### src/rtl/multi_key_debounce.sv
// N-channel key debouncer: sync + stable-time filter, press/release/long/repeat pulses, 1 = pressed.
// Latency: DEBOUNCE_CNT+2 edges from pad change to key_value; no backpressure, pulses are one cycle.
module multi_key_debounce #(
  parameter int KEY_NUM      = 4,
  parameter bit ACTIVE_LOW   = 1'b1,
  parameter int DEBOUNCE_CNT = 1_000_000,
  parameter int LONG_CNT     = 50_000_000,
  parameter int REPEAT_CNT   = 10_000_000
) (
  input  logic               sys_clk,
  input  logic               sys_rst_n,
  input  logic [KEY_NUM-1:0] key,
  output logic [KEY_NUM-1:0] key_value,
  output logic [KEY_NUM-1:0] key_press,
  output logic [KEY_NUM-1:0] key_release,
  output logic [KEY_NUM-1:0] key_long,
  output logic [KEY_NUM-1:0] key_repeat
);

  localparam int DB_W     = $clog2(DEBOUNCE_CNT);
  localparam int HOLD_MAX = (LONG_CNT > REPEAT_CNT) ? LONG_CNT : REPEAT_CNT;
  localparam int HOLD_W   = $clog2(HOLD_MAX + 1);

  localparam logic [DB_W-1:0]   DB_LAST   = DB_W'(DEBOUNCE_CNT - 1);
  localparam logic [HOLD_W-1:0] LONG_LAST = HOLD_W'(LONG_CNT - 1);
  localparam logic [HOLD_W-1:0] REP_LAST  = HOLD_W'((REPEAT_CNT > 0) ? REPEAT_CNT - 1 : 0);

  for (genvar i = 0; i < KEY_NUM; i++) begin : g_ch
    logic              sync1, sync2;
    logic              p;
    logic              accept;
    logic              val_q, press_q, release_q, long_q, repeat_q;
    logic              rep_phase;
    logic [DB_W-1:0]   db_cnt;
    logic [HOLD_W-1:0] hold_cnt;

    assign p      = sync2 ^ ACTIVE_LOW;
    assign accept = (p != val_q) && (db_cnt == DB_LAST);

    always_ff @(posedge sys_clk or negedge sys_rst_n) begin
      if (!sys_rst_n) begin
        sync1 <= ACTIVE_LOW;
        sync2 <= ACTIVE_LOW;
      end else begin
        sync1 <= key[i];
        sync2 <= sync1;
      end
    end

    always_ff @(posedge sys_clk or negedge sys_rst_n) begin
      if (!sys_rst_n) begin
        db_cnt    <= '0;
        val_q     <= 1'b0;
        press_q   <= 1'b0;
        release_q <= 1'b0;
      end else begin
        press_q   <= 1'b0;
        release_q <= 1'b0;
        if (p == val_q) begin
          db_cnt <= '0;
        end else if (db_cnt != DB_LAST) begin
          db_cnt <= db_cnt + 1'b1;
        end else begin
          db_cnt    <= '0;
          val_q     <= p;
          press_q   <= p;
          release_q <= ~p;
        end
      end
    end

    // A release accepted this edge clears the hold state so no long/repeat can coincide with it.
    always_ff @(posedge sys_clk or negedge sys_rst_n) begin
      if (!sys_rst_n) begin
        hold_cnt  <= '0;
        rep_phase <= 1'b0;
        long_q    <= 1'b0;
        repeat_q  <= 1'b0;
      end else begin
        long_q   <= 1'b0;
        repeat_q <= 1'b0;
        if (!val_q || accept) begin
          hold_cnt  <= '0;
          rep_phase <= 1'b0;
        end else if (!rep_phase) begin
          if (hold_cnt == LONG_LAST) begin
            long_q    <= 1'b1;
            rep_phase <= 1'b1;
            hold_cnt  <= '0;
          end else begin
            hold_cnt <= hold_cnt + 1'b1;
          end
        end else if (REPEAT_CNT > 0) begin
          if (hold_cnt == REP_LAST) begin
            repeat_q <= 1'b1;
            hold_cnt <= '0;
          end else begin
            hold_cnt <= hold_cnt + 1'b1;
          end
        end
      end
    end

    assign key_value[i]   = val_q;
    assign key_press[i]   = press_q;
    assign key_release[i] = release_q;
    assign key_long[i]    = long_q;
    assign key_repeat[i]  = repeat_q;
  end

endmodule

### config.mk
export PLATFORM = sky130hd
export DESIGN_NAME = multi_key_debounce
export DESIGN_NICKNAME = d
export VERILOG_FILES = /design/src/rtl/multi_key_debounce.sv
export SDC_FILE = /design/constraint.sdc
export NUM_CORES = 1
export LEC_CHECK = 0
export CORE_MARGIN = 4
export CORE_UTILIZATION = 60
export CTS_BUF_LIST = sky130_fd_sc_hd__clkbuf_16
export CTS_CLUSTER_SIZE = 28
export DETAILED_ROUTE_END_ITERATION = 16
export GPL_TIMING_DRIVEN = 0
export HOLD_SLACK_MARGIN = 0.05
export PLACE_DENSITY_LB_ADDON = 0.3
export SLEW_MARGIN = 20
export SYNTH_ARGS = -nofsm -noshare
export SYNTH_HDL_FRONTEND = slang
export SYNTH_SLANG_ARGS = --single-unit
### constraint.sdc
create_clock -name sys_clk -period 3.55 [get_ports sys_clk]
set_clock_uncertainty 0.2 [all_clocks]
set_input_delay 0.5325 -clock sys_clk [delete_from_list [all_inputs] [get_ports sys_clk]]
set_output_delay 0.5325 -clock sys_clk [all_outputs]
set_load 0.1 [all_outputs]
==> results of run 1 <==
-- final cells by class --
cell class,count,area share
Timing Repair Buffer,28,0.0271
Clock inverter,18,0.00848
Inverter,20,0.00636
Tap cell,225,0.0239
Clock buffer,23,0.0488
Sequential cell,216,0.459
Multi-Input combinational cell,789,0.399
Buffer,43,0.0270
-- routing by layer --
layer | GRT usage | vias up | routed length (um)
met3 | 0.0335 | 35 | 695
li1 | - | 3742 | -
met2 | 0.331 | 124 | 8910
met5 | 0 | - | 0
met1 | 0.271 | 3656 | 8870
met4 | 0.0546 | 0 | 446
-- cell usage in the layout, fill, tap and decap left out, types with 3 or more instances in the layout --
cell               n
and4_1            13
ha_1              12
and3_1            24
dfstp_2            8
nand2_1           65
nor2_1           229
or2_2              3
clkbuf_16         23
clkbuf_1           6
and4b_1            5
nand3b_1           4
inv_1             29
nor4_1            28
or3_1              4
xor2_1            94
or4_1              6
buf_4             27
nand4_1           50
nor4bb_1           9
buf_2              3
nor2b_1            4
o31ai_1            3
nor4b_1            6
xnor2_1           77
and2_1             5
nand2b_1           3
buf_6              7
clkdlybuf4s50_1   24
nor3_1            29
o21ai_0            8
dfrtp_1          208
clkinv_1           6
a21oi_1            4
nand3_1           85
-- flip-flops by register name, summed over array words and instances (netlist names) --
name / flops
g_ch.db_cnt: 80
g_ch.repeat_q: 4
g_ch.rep_phase: 4
g_ch.long_q: 4
g_ch.sync1: 4
g_ch.sync2: 4
g_ch.press_q: 4
g_ch.hold_cnt: 104
g_ch.release_q: 4
g_ch.val_q: 4
-- power by group through the flow --
stage | Sequential (mW) | Combinational, mW | Clock [mW]
global placement | 2.54 | 0.0949 | 0
CTS | 2.50 | 0.106 | 2.22
finish | 2.50 | 0.100 | 2.15
floorplan | 2.54 | 0.0332 | 0
global route | 2.50 | 0.118 | 2.32
detailed placement | 2.54 | 0.105 | 0
-- cell families after synthesis --
| kind of cell | Yosys count | synth area share |
|---|---|---|
| simple gates | 586 | 0.279 |
| flops | 216 | 0.515 |
| xor+xnor | 171 | 0.142 |
| buf+inv | 63 | 0.0375 |
| compound gates | 20 | 0.0125 |
| fa+ha+maj | 12 | 0.0143 |
-- metrics by stage --
| stage | TNS [ps] | hold WS, ps | cell area [um^2] | cells | power, mW |
|---|---|---|---|---|---|
| global placement | -1523830 | 146 | 11100 | 1318 | 2.64 |
| detailed placement | 0 | 148 | 11100 | 1320 | 2.65 |
| CTS | 0 | 152 | 11800 | 1362 | 4.82 |
| global route | 0 | 157 | 11800 | 1362 | 4.94 |
| finish | 0 | 153 | 11800 | 1362 | 4.75 |
| floorplan | 0 | 36.9 | 10500 | 1068 | 2.57 |
-- worst max path at each step --
stage	from	end	slack (ps)	cells past startpoint
after detailed placement	g_ch[2].db_cnt[0]$_DFF_PN0_	g_ch[2].hold_cnt[7]$_DFF_PN0_	940	8
after floorplan	g_ch[0].db_cnt[0]$_DFF_PN0_	g_ch[0].hold_cnt[4]$_DFF_PN0_	1360	8
after global routing	g_ch[0].val_q$_DFFE_PN0P_	key_value[0]	490	2
final	g_ch[0].val_q$_DFFE_PN0P_	key_value[0]	570	2
after global placement	sys_rst_n	g_ch[1].hold_cnt[0]$_DFF_PN0_	-7170	1
after CTS	g_ch[0].val_q$_DFFE_PN0P_	key_value[0]	520	2
==> results.md, run 1 <==
- Outcome: complete, no violations
- Dpl ws: 944 ps
- Core Area: 17,200 um^2
- Worst-case reg-to-reg path depth: 8
- Max rail drop VDD: 439 uV
- # setup viols final: 0
- Power Internal: 3.75 mW
- Max-Cap Viols: 0
- Cts bufs inserted: 23
- DR iter-0 viols: 427
- Seq. cell area: 5420 um^2
- FMAX: 336 MHz
- CTS tree: yes
- Synthesized area: 10,500 um^2
- Placer Congestion: 0.850
- Sw Share: 0.210
- Post-synthesis async set-or-reset flop share: 1.00
- Slew HR: 0.341
- Diodes inserted: 0
- Logic pwr share: 0.021
- Slew of the pin with the lowest slew margin: 985 ps
- Final slew viol count: 0
- Post-DP HPWL: 12.9 mm
- Post-synth EDFFs: 0
- Post-synthesis register bit count: 216
- Synth top area cells: dfrtp_1 49%, nor2_1 8.2%, xor2_1 7.8%
- Critical path startpoint category: flop
- Clock Power Share: 0.453
- Initial core utilization: 0.610
- YS warnings: 0
- Top FF cell, synth: dfrtp_1
- Bufs and invs on worst path: 2
- Worst Setup End Kind: primary output
- Yosys cell types: 45
- Crit-path max cell delay: 1120 ps
- First-pass GRT wire length: 33.8 mm
- DRT Wirelength: 18.9 mm
- CP Cell Sequence: buf_4, clkdlybuf4s50_1
- R2R setup slack: 990 ps
- Vias in the first global route: 7,395
- First-pass DRT Iterations: 4
- Die X: 140 um
- CP top delay family: buffers and inverters
- Reg-to-reg endpoint: g_ch[2].hold_cnt[12]$_DFF_PN0_
- CTS Buffer Depth: 3
- Synth area leader: dfrtp_1
- CP required: 2820 ps
- Lkg Pwr: 4.81 nW
- Post-layout minimum cycle time: 2980 ps
- Vias: 7,557
- R2R Path Start: g_ch[2].db_cnt[0]$_DFF_PN0_
- Sequential Power Share: 0.526
- Initial antenna violation count: 0
- Arr. time, crit path: 2250 ps
- RSZ-0062 raised after global routing: false
- Hold path startpoint: g_ch[1].sync1$_DFF_PN1_
- Hold path endpoint: g_ch[1].sync2$_DFF_PN1_
- Final core occ: 0.685
- Clock sinks: 216
- Syn nets: 1,086
- Multi-input combinational cell area: 4710 um^2
- Post-synth top area share: 0.495
- Root Driver: clkbuf_16
- Worst setup slack after layout: 571 ps
- CP Max Fanout: 6
- Crit path max-delay cell type: clkdlybuf4s50_1
- Crit share post-route: 0.839
- Global Route Usage Sum: 0.198
- H-Tree Depth: 1
- # port buffers: 25
- Post-Synthesis Cells: 1,068
- Worst-path clk slew: 60 ps
- Largest net degree at the start of global routing: 94
- Num ports: 26
- Area Growth Syn to Fin: 12.1%
- Post-CTS Repair Setup Buffers: 0
- Routed WL per cell: 13.9 um
- Share of layout cells above drive strength 1: 0.0721
- Number of vias per cell: 5.55
- Post-synthesis sequential area ratio: 0.515
- Die Footprint: 19,700 um^2
- Most common cell in the netlist: nor2_1
- Hold Path Stages: 0
- Post-CTS sizing: 0
- Post-synth top cells: 229 x nor2_1, 208 x dfrtp_1, 94 x xor2_1
- Row Count: 48
- Nets: 1,139
- Gr ovfl total: 0
- Hold WC Path Type: flop to flop
- P_sw: 1000 uW
- Detail Route Antenna Nets: 0
- PD cells: 403 nW/um^2
- DRC viols: 0
- Cts hold-fix bufs: 1
- WS Path Type: flop to primary output
- Hold Vio Cnt, Final: 0
- Number of fill cells: 1,320
- Clock latency on the worst-skew pair: 500 ps
- Avg Cell Area, Syn: 9.85 um^2
- Die Ht: 140 um
No activity file was read; power rests on OpenSTA's default activity.
==> run 2, diff against run 1 <==
--- a/config.mk
+++ b/config.mk
@@ -6,7 +6,7 @@
 export NUM_CORES = 1
 export LEC_CHECK = 0
 export CORE_MARGIN = 4
-export CORE_UTILIZATION = 60
+export CORE_UTILIZATION = 56
 export CTS_BUF_LIST = sky130_fd_sc_hd__clkbuf_16
 export CTS_CLUSTER_SIZE = 28
 export DETAILED_ROUTE_END_ITERATION = 16
==> constraint.sdc (replaced) <==
create_clock -name sys_clk -period 2.45 [get_ports sys_clk]
set_clock_uncertainty 0.2 [all_clocks]
set_input_delay 0.3675 -clock sys_clk [delete_from_list [all_inputs] [get_ports sys_clk]]
set_output_delay 0.3675 -clock sys_clk [all_outputs]
set_load 0.1 [all_outputs]
==> results.md, run 2 (synthesis results as in run 1) <==
- Outcome: complete, no violations
- Largest net degree at the start of global routing: 89
- Clock sinks: 216
- Detail Route Antenna Nets: 0
- Worst-case reg-to-reg path depth: 6
- Cts bufs inserted: 23
- Placed Instances: 1,324
- Row Count: 49
- Num ports: 26
- R2R Path Start: g_ch[1].db_cnt[0]$_DFF_PN0_
- Crit path launch: g_ch[2].release_q$_DFF_PN0_
- Commonest non-fill, non-tap cell in the layout: nor2_1
- Crit share post-route: 0.966
- FMAX: 423 MHz
- DRC viols: 0
- Die X: 145 um
- DRT Wirelength: 19.5 mm
- Worst-path clk slew: 60 ps
- Hold slack: 76.1 ps
- Max rail drop VDD: 483 uV
- Reg-to-reg endpoint: g_ch[1].db_cnt[10]$_DFF_PN0_
- Hold Vio Cnt, Final: 0
- Vias in the first global route: 7,499
- Initial core utilization: 0.578
- First-pass GRT wire length: 34.8 mm
- Die Footprint: 21,000 um^2
- Area Growth Syn to Fin: 13.0%
- Routed WL per cell: 14.2 um
- Share of layout cells above drive strength 1: 0.0880
- RSZ-0062 raised after global routing: false
- Nets: 1,140
- Worst Setup End Kind: primary output
- CTS Buffer Depth: 3
- Biggest register: g_ch.hold_cnt
- Crit-path max cell delay: 840 ps
- Vias: 7,537
- Seq. cell area: 5420 um^2
- Hold WC Path Type: primary input to flop
- Diodes inserted: 0
- R2R setup slack: 140 ps
- WS Path Type: flop to primary output
- Hold Path Stages: 1
- PD cells: 598 nW/um^2
- Top flop regs: g_ch.hold_cnt: 104 flops, g_ch.db_cnt: 80 flops
- Multi-input combinational cell area: 4760 um^2
- CP Max Fanout: 1
- # port buffers: 25
- Core Area: 18,200 um^2
- Clock latency on the worst-skew pair: 500 ps
- Number of fill cells: 1,420
- Number of flip-flops under the largest register name: 104
- Critical path startpoint category: flop
- Die Ht: 145 um
- Most frequent cells in the layout: 229 x nor2_1, 208 x dfrtp_1, 94 x xor2_1
- CP Cell Sequence: buf_4, dlygate4sd2_1
- CTS tree: yes
- Root Driver: clkbuf_16
- Final slew viol count: 0
- Max-Cap Viols: 0
- # setup viols final: 0
- CP required: 1880 ps
- Placer Congestion: 0.837
- Gr ovfl total: 0
- Slew HR: 0.360
- Post-layout minimum cycle time: 2370 ps
- Hold path startpoint: key[1]
- Global Route Usage Sum: 0.188
- H-Tree Depth: 1
- First-pass DRT Iterations: 5
- DR iter-0 viols: 375
- Lkg Pwr: 4.91 nW
- Slew of the pin with the lowest slew margin: 964 ps
- Crit path max-delay cell type: dlygate4sd2_1
- Arr. time, crit path: 1800 ps
- Post-DP HPWL: 13.0 mm
- Number of vias per cell: 5.52
- Layout Cells excl Fill: 1,366
- Final Total Pwr: 7.12 mW
- Hold path endpoint: g_ch[1].sync1$_DFF_PN1_
- Initial antenna violation count: 0
## run 2: how the worst max path moves through the flow
stage,to,slack (ps),cells after the start
after global routing,g_ch[3].hold_cnt[20]$_DFF_PN0_,0.8,8
after CTS,g_ch[0].hold_cnt[17]$_DFF_PN0_,10,8
final,key_release[2],80,2
after global placement,g_ch[1].repeat_q$_DFF_PN0_,-8070,1
after detailed placement,g_ch[2].hold_cnt[19]$_DFF_PN0_,-110,8
after floorplan,g_ch[0].hold_cnt[4]$_DFF_PN0_,260,8
## run 2: through the flow
step / area [um^2] / util / setup slack [ps] / TNS (ps)
after floorplan: 10500 / - / 264 / 0
after global placement: 11100 / 0.607 / -8070 / -1716680
after detailed placement: 11100 / 0.611 / -106 / -2160
after CTS: 11900 / 0.651 / 12.5 / 0
after global routing: 11900 / 0.653 / 0.753 / 0
final: 11900 / 0.653 / 83.7 / 0
## run 2: where the power goes
| part | total (mW) | leakage, nW | internal [mW] | switching (mW) |
|---|---|---|---|---|
| clock | 3.35 | 0.378 | 2.01 | 1.34 |
| sequential | 3.62 | 2.98 | 3.60 | 0.0247 |
| combinational | 0.146 | 1.55 | 0.0415 | 0.104 |
## run 2: layout make-up
class                           count  area share
Sequential cell                   216       0.455
Multi-Input combinational cell    789       0.400
Clock buffer                       23      0.0484
Timing Repair Buffer               31      0.0272
Buffer                             41      0.0259
Tap cell                          229      0.0241
Clock inverter                     17      0.0130
Inverter                           20     0.00631
## run 2: routing by layer
metal / up-vias / part of all wire / track usage
li1: 3727 / - / -
met1: 3638 / 0.48 / 0.275
met2: 136 / 0.46 / 0.298
met3: 36 / 0.033 / 0.0271
met4: 0 / 0.022 / 0.0537
met5: - / 0 / 0
## run 2: worst max-delay path, delay by kind of cell, from the launching register on
family	cells	cell delay, ps
flip-flops	1	360
buffers and inverters	2	950
## run 2: timing repair
item                       CTS  global route
resized for setup           31             7
setup endpoints to repair   69           102
buffers inserted             0             3
pin swaps                    0             2
hold buffers                 1             0
hold endpoints to repair   212             0
==> run 3, diff against run 2 <==
--- a/config.mk
+++ b/config.mk
@@ -13,7 +13,7 @@
 export GPL_TIMING_DRIVEN = 0
 export HOLD_SLACK_MARGIN = 0.05
 export PLACE_DENSITY_LB_ADDON = 0.3
-export SLEW_MARGIN = 20
+export SLEW_MARGIN = 30
 export SYNTH_ARGS = -nofsm -noshare
 export SYNTH_HDL_FRONTEND = slang
 export SYNTH_SLANG_ARGS = --single-unit
==> results of run 3 <==
Same layout as run 2: the final DEF is identical, and so are final timing and power.
